### config.mk
export PLATFORM = sky130hd
export DESIGN_NAME = sdram_phy_lite
export DESIGN_NICKNAME = d
export VERILOG_FILES = /design/src/rtl/sdram_phy_lite.sv
export SDC_FILE = /design/constraint.sdc
export NUM_CORES = 1
export LEC_CHECK = 0
export ABC_AREA = 1
export ABC_CLOCK_PERIOD_IN_PS = 1200
export BUFFER_PORTS_ARGS = -buffer_cell sky130_fd_sc_hd__clkbuf_2
export CORE_ASPECT_RATIO = 2
export CORE_UTILIZATION = 43
export CTS_BUF_LIST = sky130_fd_sc_hd__clkbuf_8
export DETAILED_ROUTE_END_ITERATION = 8
export PLACE_DENSITY = 0.88
export RECOVER_POWER = 100
export SLEW_MARGIN = 40
export SYNTH_ARGS = -nofsm -noshare
export SYNTH_HDL_FRONTEND = slang
export SYNTH_SLANG_ARGS = --single-unit
export TNS_END_PERCENT = 5
### constraint.sdc
create_clock -name axi_clk -period 1.2 [get_ports axi_clk]
set_input_delay 0.12 -clock axi_clk [delete_from_list [all_inputs] [get_ports axi_clk]]
set_output_delay 0.12 -clock axi_clk [all_outputs]
set_load 0.02 [all_outputs]
### src/rtl/sdram_phy_lite.sv
// Lite SDRAM PHY: registered command/write-data pads, read-beat tracking and capture.
// Optional read FIFO is enabled by defining SDRAM_PHY_RD_FIFO_EN.
module sdram_phy_lite #(
    parameter int unsigned CHIP_NUM   = 2,
    parameter int unsigned CHIP_DW    = 16,
    parameter int unsigned CAS_LAT    = 2,
    parameter int unsigned BURST_LEN  = 1,
    parameter int unsigned FIFO_DEPTH = 8,
    localparam int unsigned DW        = CHIP_NUM * CHIP_DW,
    localparam int unsigned NB        = DW / 8
) (
    input  logic          axi_clk,
    input  logic          axi_rstn,
    input  logic          ctl_sel_n,
    input  logic          ctl_ras_n,
    input  logic          ctl_cas_n,
    input  logic          ctl_we_n,
    input  logic          ctl_cke,
    input  logic [12:0]   ctl_addr,
    input  logic [1:0]    ctl_bank_addr,
    input  logic [NB-1:0] ctl_dqm,
    input  logic [DW-1:0] ctl_wr_data,
    input  logic [NB-1:0] ctl_dout_valid,
    output logic          sdram_sel_n,
    output logic          sdram_ras_n,
    output logic          sdram_cas_n,
    output logic          sdram_we_n,
    output logic          sdram_cke,
    output logic [12:0]   sdram_addr,
    output logic [1:0]    sdram_bank_addr,
    output logic [NB-1:0] sdram_dqm,
    output logic [DW-1:0] sdram_dq_o,
    output logic [NB-1:0] sdram_dq_oe,
    input  logic [DW-1:0] sdram_dq_i,
    output logic [DW-1:0] rd_data,
    output logic          rd_valid,
    input  logic          rd_ready,
    output logic          rd_ovf,
    input  logic          ovf_clr
);

    localparam int unsigned CW = $clog2(BURST_LEN + 1);

    logic          cmd_read_c;
    logic          cmd_stop_c;
    logic          beat_c;
    logic [CW-1:0] burst_cnt;
    logic [CAS_LAT:0] beat_sr;
    logic [DW-1:0] cap_data;
    logic          cap_valid;

    // Command decode on the sampled controller pins (active-low encodings).
    assign cmd_read_c = ~ctl_sel_n &  ctl_ras_n & ~ctl_cas_n &  ctl_we_n;
    assign cmd_stop_c = ~ctl_sel_n &  ctl_ras_n & ~ctl_we_n;
    assign beat_c     = (burst_cnt != '0);

    always_ff @(posedge axi_clk or negedge axi_rstn) begin
        if (!axi_rstn) begin
            sdram_sel_n     <= 1'b1;
            sdram_ras_n     <= 1'b1;
            sdram_cas_n     <= 1'b1;
            sdram_we_n      <= 1'b1;
            sdram_cke       <= 1'b0;
            sdram_addr      <= '0;
            sdram_bank_addr <= '0;
            sdram_dqm       <= '0;
            sdram_dq_o      <= '0;
            sdram_dq_oe     <= '0;
        end else begin
            sdram_sel_n     <= ctl_sel_n;
            sdram_ras_n     <= ctl_ras_n;
            sdram_cas_n     <= ctl_cas_n;
            sdram_we_n      <= ctl_we_n;
            sdram_cke       <= ctl_cke;
            sdram_addr      <= ctl_addr;
            sdram_bank_addr <= ctl_bank_addr;
            sdram_dqm       <= ctl_dqm;
            sdram_dq_o      <= ctl_wr_data;
            sdram_dq_oe     <= ctl_dout_valid;
        end
    end

    // Beat counter: the beat of the current cycle is always emitted, even when a
    // new READ reloads the counter, so an interrupting burst never drops a beat.
    always_ff @(posedge axi_clk or negedge axi_rstn) begin
        if (!axi_rstn) begin
            burst_cnt <= '0;
            beat_sr   <= '0;
            cap_data  <= '0;
            cap_valid <= 1'b0;
        end else begin
            if (cmd_read_c) begin
                burst_cnt <= CW'(BURST_LEN);
            end else if (cmd_stop_c) begin
                burst_cnt <= '0;
            end else if (beat_c) begin
                burst_cnt <= burst_cnt - CW'(1);
            end
            beat_sr   <= {beat_sr[CAS_LAT-1:0], beat_c};
            cap_valid <= beat_sr[CAS_LAT];
            if (beat_sr[CAS_LAT]) begin
                cap_data <= sdram_dq_i;
            end
        end
    end

`ifdef SDRAM_PHY_RD_FIFO_EN
    localparam int unsigned AW = $clog2(FIFO_DEPTH);

    logic [DW-1:0] mem [FIFO_DEPTH];
    logic [AW-1:0] wptr;
    logic [AW-1:0] rptr;
    logic [AW:0]   count;
    logic          pop_c;
    logic          full_c;
    logic          push_c;
    logic          drop_c;
    logic [AW:0]   count_next_c;
    logic [AW:0]   after_pop_c;
    logic [AW-1:0] rptr_next_c;

    assign pop_c        = rd_valid & rd_ready;
    assign full_c       = (count == (AW+1)'(FIFO_DEPTH));
    assign push_c       = cap_valid & (~full_c | pop_c);
    assign drop_c       = cap_valid & full_c & ~pop_c;
    assign after_pop_c  = count - (AW+1)'(pop_c);
    assign count_next_c = after_pop_c + (AW+1)'(push_c);
    assign rptr_next_c  = rptr + AW'(pop_c);

    always_ff @(posedge axi_clk) begin
        if (push_c) begin
            mem[wptr] <= cap_data;
        end
    end

    // rd_data mirrors the head entry; it keeps the last popped value when empty.
    always_ff @(posedge axi_clk or negedge axi_rstn) begin
        if (!axi_rstn) begin
            wptr     <= '0;
            rptr     <= '0;
            count    <= '0;
            rd_valid <= 1'b0;
            rd_data  <= '0;
            rd_ovf   <= 1'b0;
        end else begin
            if (push_c) begin
                wptr <= wptr + AW'(1);
            end
            rptr     <= rptr_next_c;
            count    <= count_next_c;
            rd_valid <= (count_next_c != '0);
            if (after_pop_c == '0) begin
                if (push_c) begin
                    rd_data <= cap_data;
                end
            end else begin
                rd_data <= mem[rptr_next_c];
            end
            if (drop_c) begin
                rd_ovf <= 1'b1;
            end else if (ovf_clr) begin
                rd_ovf <= 1'b0;
            end
        end
    end
`else
    logic unused_rd_ctl;

    assign unused_rd_ctl = ^{rd_ready, ovf_clr, FIFO_DEPTH[0]};
    assign rd_data       = cap_data;
    assign rd_valid      = cap_valid;
    assign rd_ovf        = 1'b0;
`endif

endmodule
==> results of run 1 <==
-- kinds of logic (layout without fill, tap and decap cells) --
kind of cell / Yosys count / in the layout / synth area share (%)
buffers and inverters: 11 / 303 / 4.11
other: 1 / 1 / 0.127
and+or+nand+nor: 99 / 99 / 13.4
DFF: 97 / 97 / 82.3
-- what timing repair did --
| action | in CTS | in global routing |
|---|---|---|
| endpoints found under the setup margin | 0 | 1 |
| resized for setup | 0 | 1 |
| hold buffers | 93 | 0 |
| hold endpoints to repair | 188 | 0 |
-- per-layer routing --
layer | routed length, um | part of all wire, % | vias to the layer above | global-route usage (%)
li1 | - | - | 1192 | -
met1 | 3030 | 34 | 1246 | 27.6
met4 | 355 | 4.0 | 0 | 12.4
met5 | 0 | 0 | - | 0
met3 | 627 | 7.0 | 29 | 6.84
met2 | 4970 | 55 | 137 | 48.3
-- final cells by class --
class / instances / area share (%)
clock inverters: 7 / 1.20
repair buffers: 284 / 36.1
well taps: 88 / 2.24
multi-input cells: 100 / 8.14
flip-flops and latches: 97 / 49.4
clock buffers: 9 / 2.52
inverters: 3 / 0.381
-- flip-flops by register name (all words and copies together), names as in the netlist --
name,flops
sdram_ras_n,1
rd_data,32
beat_sr,3
sdram_sel_n,1
sdram_cke,1
sdram_we_n,1
sdram_dq_o,32
sdram_bank_addr,2
sdram_dqm,4
sdram_addr,13
beat_c,1
sdram_cas_n,1
rd_valid,1
sdram_dq_oe,4
-- cell usage in the layout (no fill, tap or decap) --
cell	n
buf_2	1
buf_6	2
clkbuf_1	99
clkbuf_2	89
clkbuf_8	9
clkinv_2	1
clkinv_4	1
clkinvlp_4	1
conb_1	1
dfrtp_1	93
dfstp_2	4
dlygate4sd3_1	93
inv_1	2
inv_6	3
inv_8	2
nand2_1	88
nand2_2	10
nor2_1	1
-- power by group --
| group | leakage [uW] | switching (uW) | internal (uW) | total, uW |
|---|---|---|---|---|
| logic | 0.00118 | 880 | 537 | 1420 |
| clock network | 0.0000925 | 1160 | 791 | 1950 |
| registers | 0.00115 | 170 | 3600 | 3770 |
| total | 0.00243 | 2210 | 4930 | 7140 |
-- metrics by stage --
step | worst slack (ns) | cells | power (uW)
finish | 0.0319 | 588 | 7140
global route | 0.00148 | 588 | 7460
CTS | 0.0206 | 588 | 7250
detailed placement | 0.260 | 479 | 5090
global placement | 0.297 | 479 | 5020
floorplan | 0.345 | 208 | 4450
-- path summary, 6_finish.rpt --
check                                start           to  slack (ns)  cells past startpoint
max in group asynchronous         axi_rstn   sdram_we_n        0.20                      3
min in group axi_clk                beat_c   beat_sr[0]        0.36                      0
worst min register to register      beat_c   beat_sr[0]        0.36                      0
worst max-delay path            sdram_we_n   sdram_we_n        0.03                      1
worst max register to register  beat_sr[2]   rd_data[8]        0.12                      3
worst min-delay path              axi_rstn  rd_data[25]        0.25                      2
==> flow_metrics.env, run 1 <==
export IMPL_ios=190
export IMPL_wl_per_cell_um=15.3
export IMPL_ys_async_sr_fraction_pct=100
export IMPL_hold_class="primary input to asynchronous set/reset pin"
export IMPL_ir_drop_mv=1.15
export IMPL_cp_data_arrival_time_ns=1.05
export IMPL_grt_total_usage_pct=26.9
export IMPL_synth_fp_nets=304
export IMPL_synth_distinct_cells=12
export IMPL_rsz0062_at_grt="false"
export IMPL_fin_util_pct=74.3
export IMPL_finalSetupTns_ns=0
export IMPL_drive_gt1_share_pct=24.6
export IMPL_multi_input_area_sq_um=400
export IMPL_crit_path_end_kind="output pin"
export IMPL_grt_start_max_net_pins=36
export IMPL_max_clock_freq_ghz=0.856
export IMPL_cts_buffer_depth=2
export IMPL_fin_worst_skew_ns=0.0109
export IMPL_ys_flop_type="dfrtp_1"
export IMPL_synth_edf_count=0
export IMPL_setup_viol=0
export IMPL_grt_pass1_vias=2951
export IMPL_dieArea_sq_um=7230
export IMPL_slowest_delay_ns=0.53
export IMPL_yosys_top_cells_count="93 x dfrtp_1, 88 x nand2_1, 10 x nand2_2"
export IMPL_antenna_cells=0
export IMPL_final_nets=591
export IMPL_worst_skew_pair_late_latency_ns=0.35
export IMPL_antenna_found_initial=0
export IMPL_fp_row_count=42
export IMPL_yosys_top_cells_area="dfrtp_1 79%, nand2_1 11%, dfstp_2 3.6%, nand2_2 2.1%, clkbuf_8 1.4%"
export IMPL_cts_root_buf="clkbuf_8"
export IMPL_clock_sinks=97
export IMPL_dp_hpwl_um=5010
export IMPL_syn_area_per_cell_sq_um=14.2
export IMPL_initial_core_util_pct=44.6
export IMPL_crit_family="flip-flops"
export IMPL_detail_route_vias_per_cell=4.43
export IMPL_finalCriticalPeriod_ns=1.17
export IMPL_grt_overflow=0
export IMPL_final_area_sq_um=4920
export IMPL_synth_area_sq_um=2950
export IMPL_synth_top_cell_area_share_pct=78.8
export IMPL_crit_chain="clkbuf_2"
export IMPL_port_buffers=186
export IMPL_postRouteAntennaNets=0
export IMPL_crit_type="flip-flop to output pin"
export IMPL_start_kind="flip-flop"
export IMPL_status="completed"
export IMPL_grt_pass1_wl_um=13800
export IMPL_ys_warnings_count=0
export IMPL_hold_viol_final=0
export IMPL_cts_tree="built"
export IMPL_core_area_sq_um=6620
export IMPL_syn_inst=208
export IMPL_gp_congestion=0.702
export IMPL_nFillCells=490
export IMPL_ys_seq_elements=97
export IMPL_drv_slew=0
export IMPL_routed_via_count=2604
export IMPL_drt_iter0_drc=143
export IMPL_drc=0
export IMPL_cts_max_level=3
export IMPL_holdWs_ns=0.250
export IMPL_area_delta_synth_final_pct=66.5
export IMPL_wirelength_um=8990
export IMPL_fp_dieH_um=119
export IMPL_seq_area_sq_um=2430
export IMPL_p_leak_uw=0.00243
export IMPL_path_clk_slew_ns=0.10
export IMPL_yosysMostFrequentCell="dfrtp_1"
export IMPL_post_route_period_util_pct=97.3
export IMPL_synth_seq_area_share_pct=82.3
export IMPL_yosys_area_top_type="dfrtp_1"
export IMPL_slowest_stage="dfstp_2"
export IMPL_powerDensity_nw_per_um2=1450
export IMPL_path_max_fanout=1
export IMPL_drt_first_pass_iters=4
export IMPL_worst_path_buf_inv=1
export IMPL_cts_made_buffers=9
export IMPL_dpl_cell_area_sq_um=3960
export IMPL_die_w_um=60.6
export IMPL_cap_violations=0
export IMPL_required_ns=1.08
export IMPL_cts_setup_buffers=0
Power figures use the tool's default switching activity.
==> inputs of run 2 (changes only) <==
--- a/config.mk
+++ b/config.mk
@@ -9,9 +9,10 @@
 export ABC_CLOCK_PERIOD_IN_PS = 1200
-export BUFFER_PORTS_ARGS = -buffer_cell sky130_fd_sc_hd__clkbuf_2
 export CORE_ASPECT_RATIO = 2
-export CORE_UTILIZATION = 43
+export CORE_UTILIZATION = 56
 export CTS_BUF_LIST = sky130_fd_sc_hd__clkbuf_8
 export DETAILED_ROUTE_END_ITERATION = 8
-export PLACE_DENSITY = 0.88
+export DONT_BUFFER_PORTS = 1
+export PLACE_DENSITY = 0.78
 export RECOVER_POWER = 100
+export SETUP_SLACK_MARGIN = 0.3
 export SLEW_MARGIN = 40
--- a/constraint.sdc
+++ b/constraint.sdc
@@ -3,2 +3,2 @@
 set_output_delay 0.12 -clock axi_clk [all_outputs]
-set_load 0.02 [all_outputs]
+set_load 0.05 [all_outputs]
==> run 2 against run 1 <==
  * The run now ends with negative hold slack left
  * Sequential power grew 23%
  * Final cell count is 35% lower
  * Global-route usage is 0.59 points lower
  * First-iteration DRC count fell by 51%
  * Clock power is 13% higher
==> flow_metrics.env, run 2 (synthesized netlist as in run 1, its figures left out) <==
export IMPL_final_cell_mix="92 x dlygate4sd3_1, 89 x dfrtp_1, 88 x nand2_1"
export IMPL_pwr_share_comb_pct=12.5
export IMPL_worstMarginPinSlew_ns=0.505
export IMPL_finalCriticalPeriod_ns=1.15
export IMPL_holdWs_ns=-0.536
export IMPL_postRouteAntennaNets=0
export IMPL_cts_setup_buffers=0
export IMPL_timing_final_ws_setup_ns=0.0492
export IMPL_final_nets=415
export IMPL_status="finished with violations"
export IMPL_required_ns=1.08
export IMPL_ios=190
export IMPL_worst_skew_pair_late_latency_ns=0.34
export IMPL_drt_first_pass_iters=4
export IMPL_grt_pass1_vias=2074
export IMPL_ff2ff_setup_slack_ns=0.16
export IMPL_cts_tree="built"
export IMPL_gp_congestion=0.670
export IMPL_fin_worst_skew_ns=0.00295
export IMPL_wl_per_cell_um=18.0
export IMPL_ir_drop_mv=1.47
export IMPL_crit_path_end_kind="output pin"
export IMPL_grt_pass1_wl_um=9900
export IMPL_path_max_fanout=1
export IMPL_r2r_cells=3
export IMPL_area_delta_synth_final_pct=40.4
export IMPL_violations="negative hold slack"
export IMPL_powerDensity_nw_per_um2=1890
export IMPL_fp_dieH_um=105
export IMPL_cts_root_buf="clkbuf_8"
export IMPL_antenna_found_initial=0
export IMPL_hold_buffers=92
export IMPL_grt_total_usage_pct=26.3
export IMPL_initial_core_util_pct=58.0
export IMPL_grt_overflow=0
export IMPL_dp_slack_ns=0.244
export IMPL_routed_via_count=1891
export IMPL_hold_class="primary input to asynchronous set/reset pin"
export IMPL_p_leak_uw=0.00201
export IMPL_port_buffers=0
export IMPL_path_clk_slew_ns=0.09
export IMPL_slew_headroom_pct=66.3
export IMPL_r2r_start="beat_sr[2]"
export IMPL_final_common_cell="dlygate4sd3_1"
export IMPL_power_switching_uw=2690
export IMPL_cp_data_arrival_time_ns=1.03
export IMPL_antenna_cells=0
export IMPL_die_w_um=53.4
export IMPL_stdcell_count=382
export IMPL_core_area_sq_um=5090
export IMPL_grt_start_max_net_pins=98
export IMPL_cap_violations=0
export IMPL_finalSetupTns_ns=0
export IMPL_clock_sinks=97
export IMPL_max_clock_freq_ghz=0.869
export IMPL_dieArea_sq_um=5590
export IMPL_p_seq_share_pct=59.3
export IMPL_cts_max_level=3
export IMPL_fp_row_count=37
export IMPL_start_kind="flip-flop"
export IMPL_cts_made_buffers=9
export IMPL_post_route_period_util_pct=95.9
export IMPL_sw_frac_of_total_pct=34.4
export IMPL_rsz0062_at_grt="true"
export IMPL_crit_type="flip-flop to output pin"
export IMPL_drc=0
export IMPL_drive_gt1_share_pct=15.7
export IMPL_detail_route_vias_per_cell=4.95
export IMPL_cts_buffer_depth=2
export IMPL_dp_hpwl_um=3750
export IMPL_setup_viol=0
export IMPL_dp_cells=274
export IMPL_top_regs="rd_data (32), sdram_dq_o (32), sdram_addr (13)"
export IMPL_drv_slew=0
export IMPL_wirelength_um=6890
export IMPL_r2r_end="rd_data[8]"
export IMPL_internal_power_uw=5130
export IMPL_power_frac_clock_pct=28.2
export IMPL_drt_iter0_drc=70
export IMPL_hold_viol_final=97
run 2: area by class of cell:
class                   instances  area (sq um)
inverters                       3          18.8
clock inverters                 7          92.6
repair buffers                108          1000
clock buffers                   9           124
multi-input cells             100           400
flip-flops and latches         97          2440
fillers                       253           943
well taps                      58          72.6
run 2: power by group through the flow:
| stage | Clock (uW) | Combinational [uW] | Sequential, uW |
|---|---|---|---|
| after floorplan | 0 | 219 | 5000 |
| final | 2210 | 976 | 4640 |
| after CTS | 2260 | 1020 | 4630 |
| after global placement | 0 | 754 | 4680 |
| after detailed placement | 0 | 777 | 4690 |
| after global routing | 2410 | 1040 | 4680 |
run 2: timing repair:
item / in CTS / in global routing
pin swaps: 0 / 0
hold endpoints to repair: 190 / 97
gates resized for setup: 2 / 2
endpoints found under the setup margin: 121 / 125
run 2: routing by layer:
layer	vias to the layer above	wire length [um]	global-route usage [%]
li1	842	-	-
met1	913	2310	26.4
met2	119	3750	44.6
met3	17	619	9.75
met4	0	204	13.5
met5	-	0	0
run 2: worst max-delay path by stage:
stage	from	to	slack (ns)	depth (start not counted)
detailed placement	beat_sr[2]	rd_data[16]	0.24	3
CTS	sdram_we_n	sdram_we_n	0.03	0
floorplan	beat_sr[2]	rd_data[0]	0.34	4
global placement	beat_sr[2]	rd_data[5]	0.29	3
global route	sdram_we_n	sdram_we_n	0.008	0
finish	sdram_we_n	sdram_we_n	0.05	0
run 2: through the flow:
| step | util [%] | cell area, sq um | total power, uW |
|---|---|---|---|
| floorplan | - | 2950 | 5210 |
| global placement | 59.8 | 3040 | 5430 |
| detailed placement | 59.8 | 3040 | 5470 |
| CTS | 82.2 | 4180 | 7910 |
| global route | 81.5 | 4150 | 8130 |
| finish | 81.5 | 4150 | 7820 |
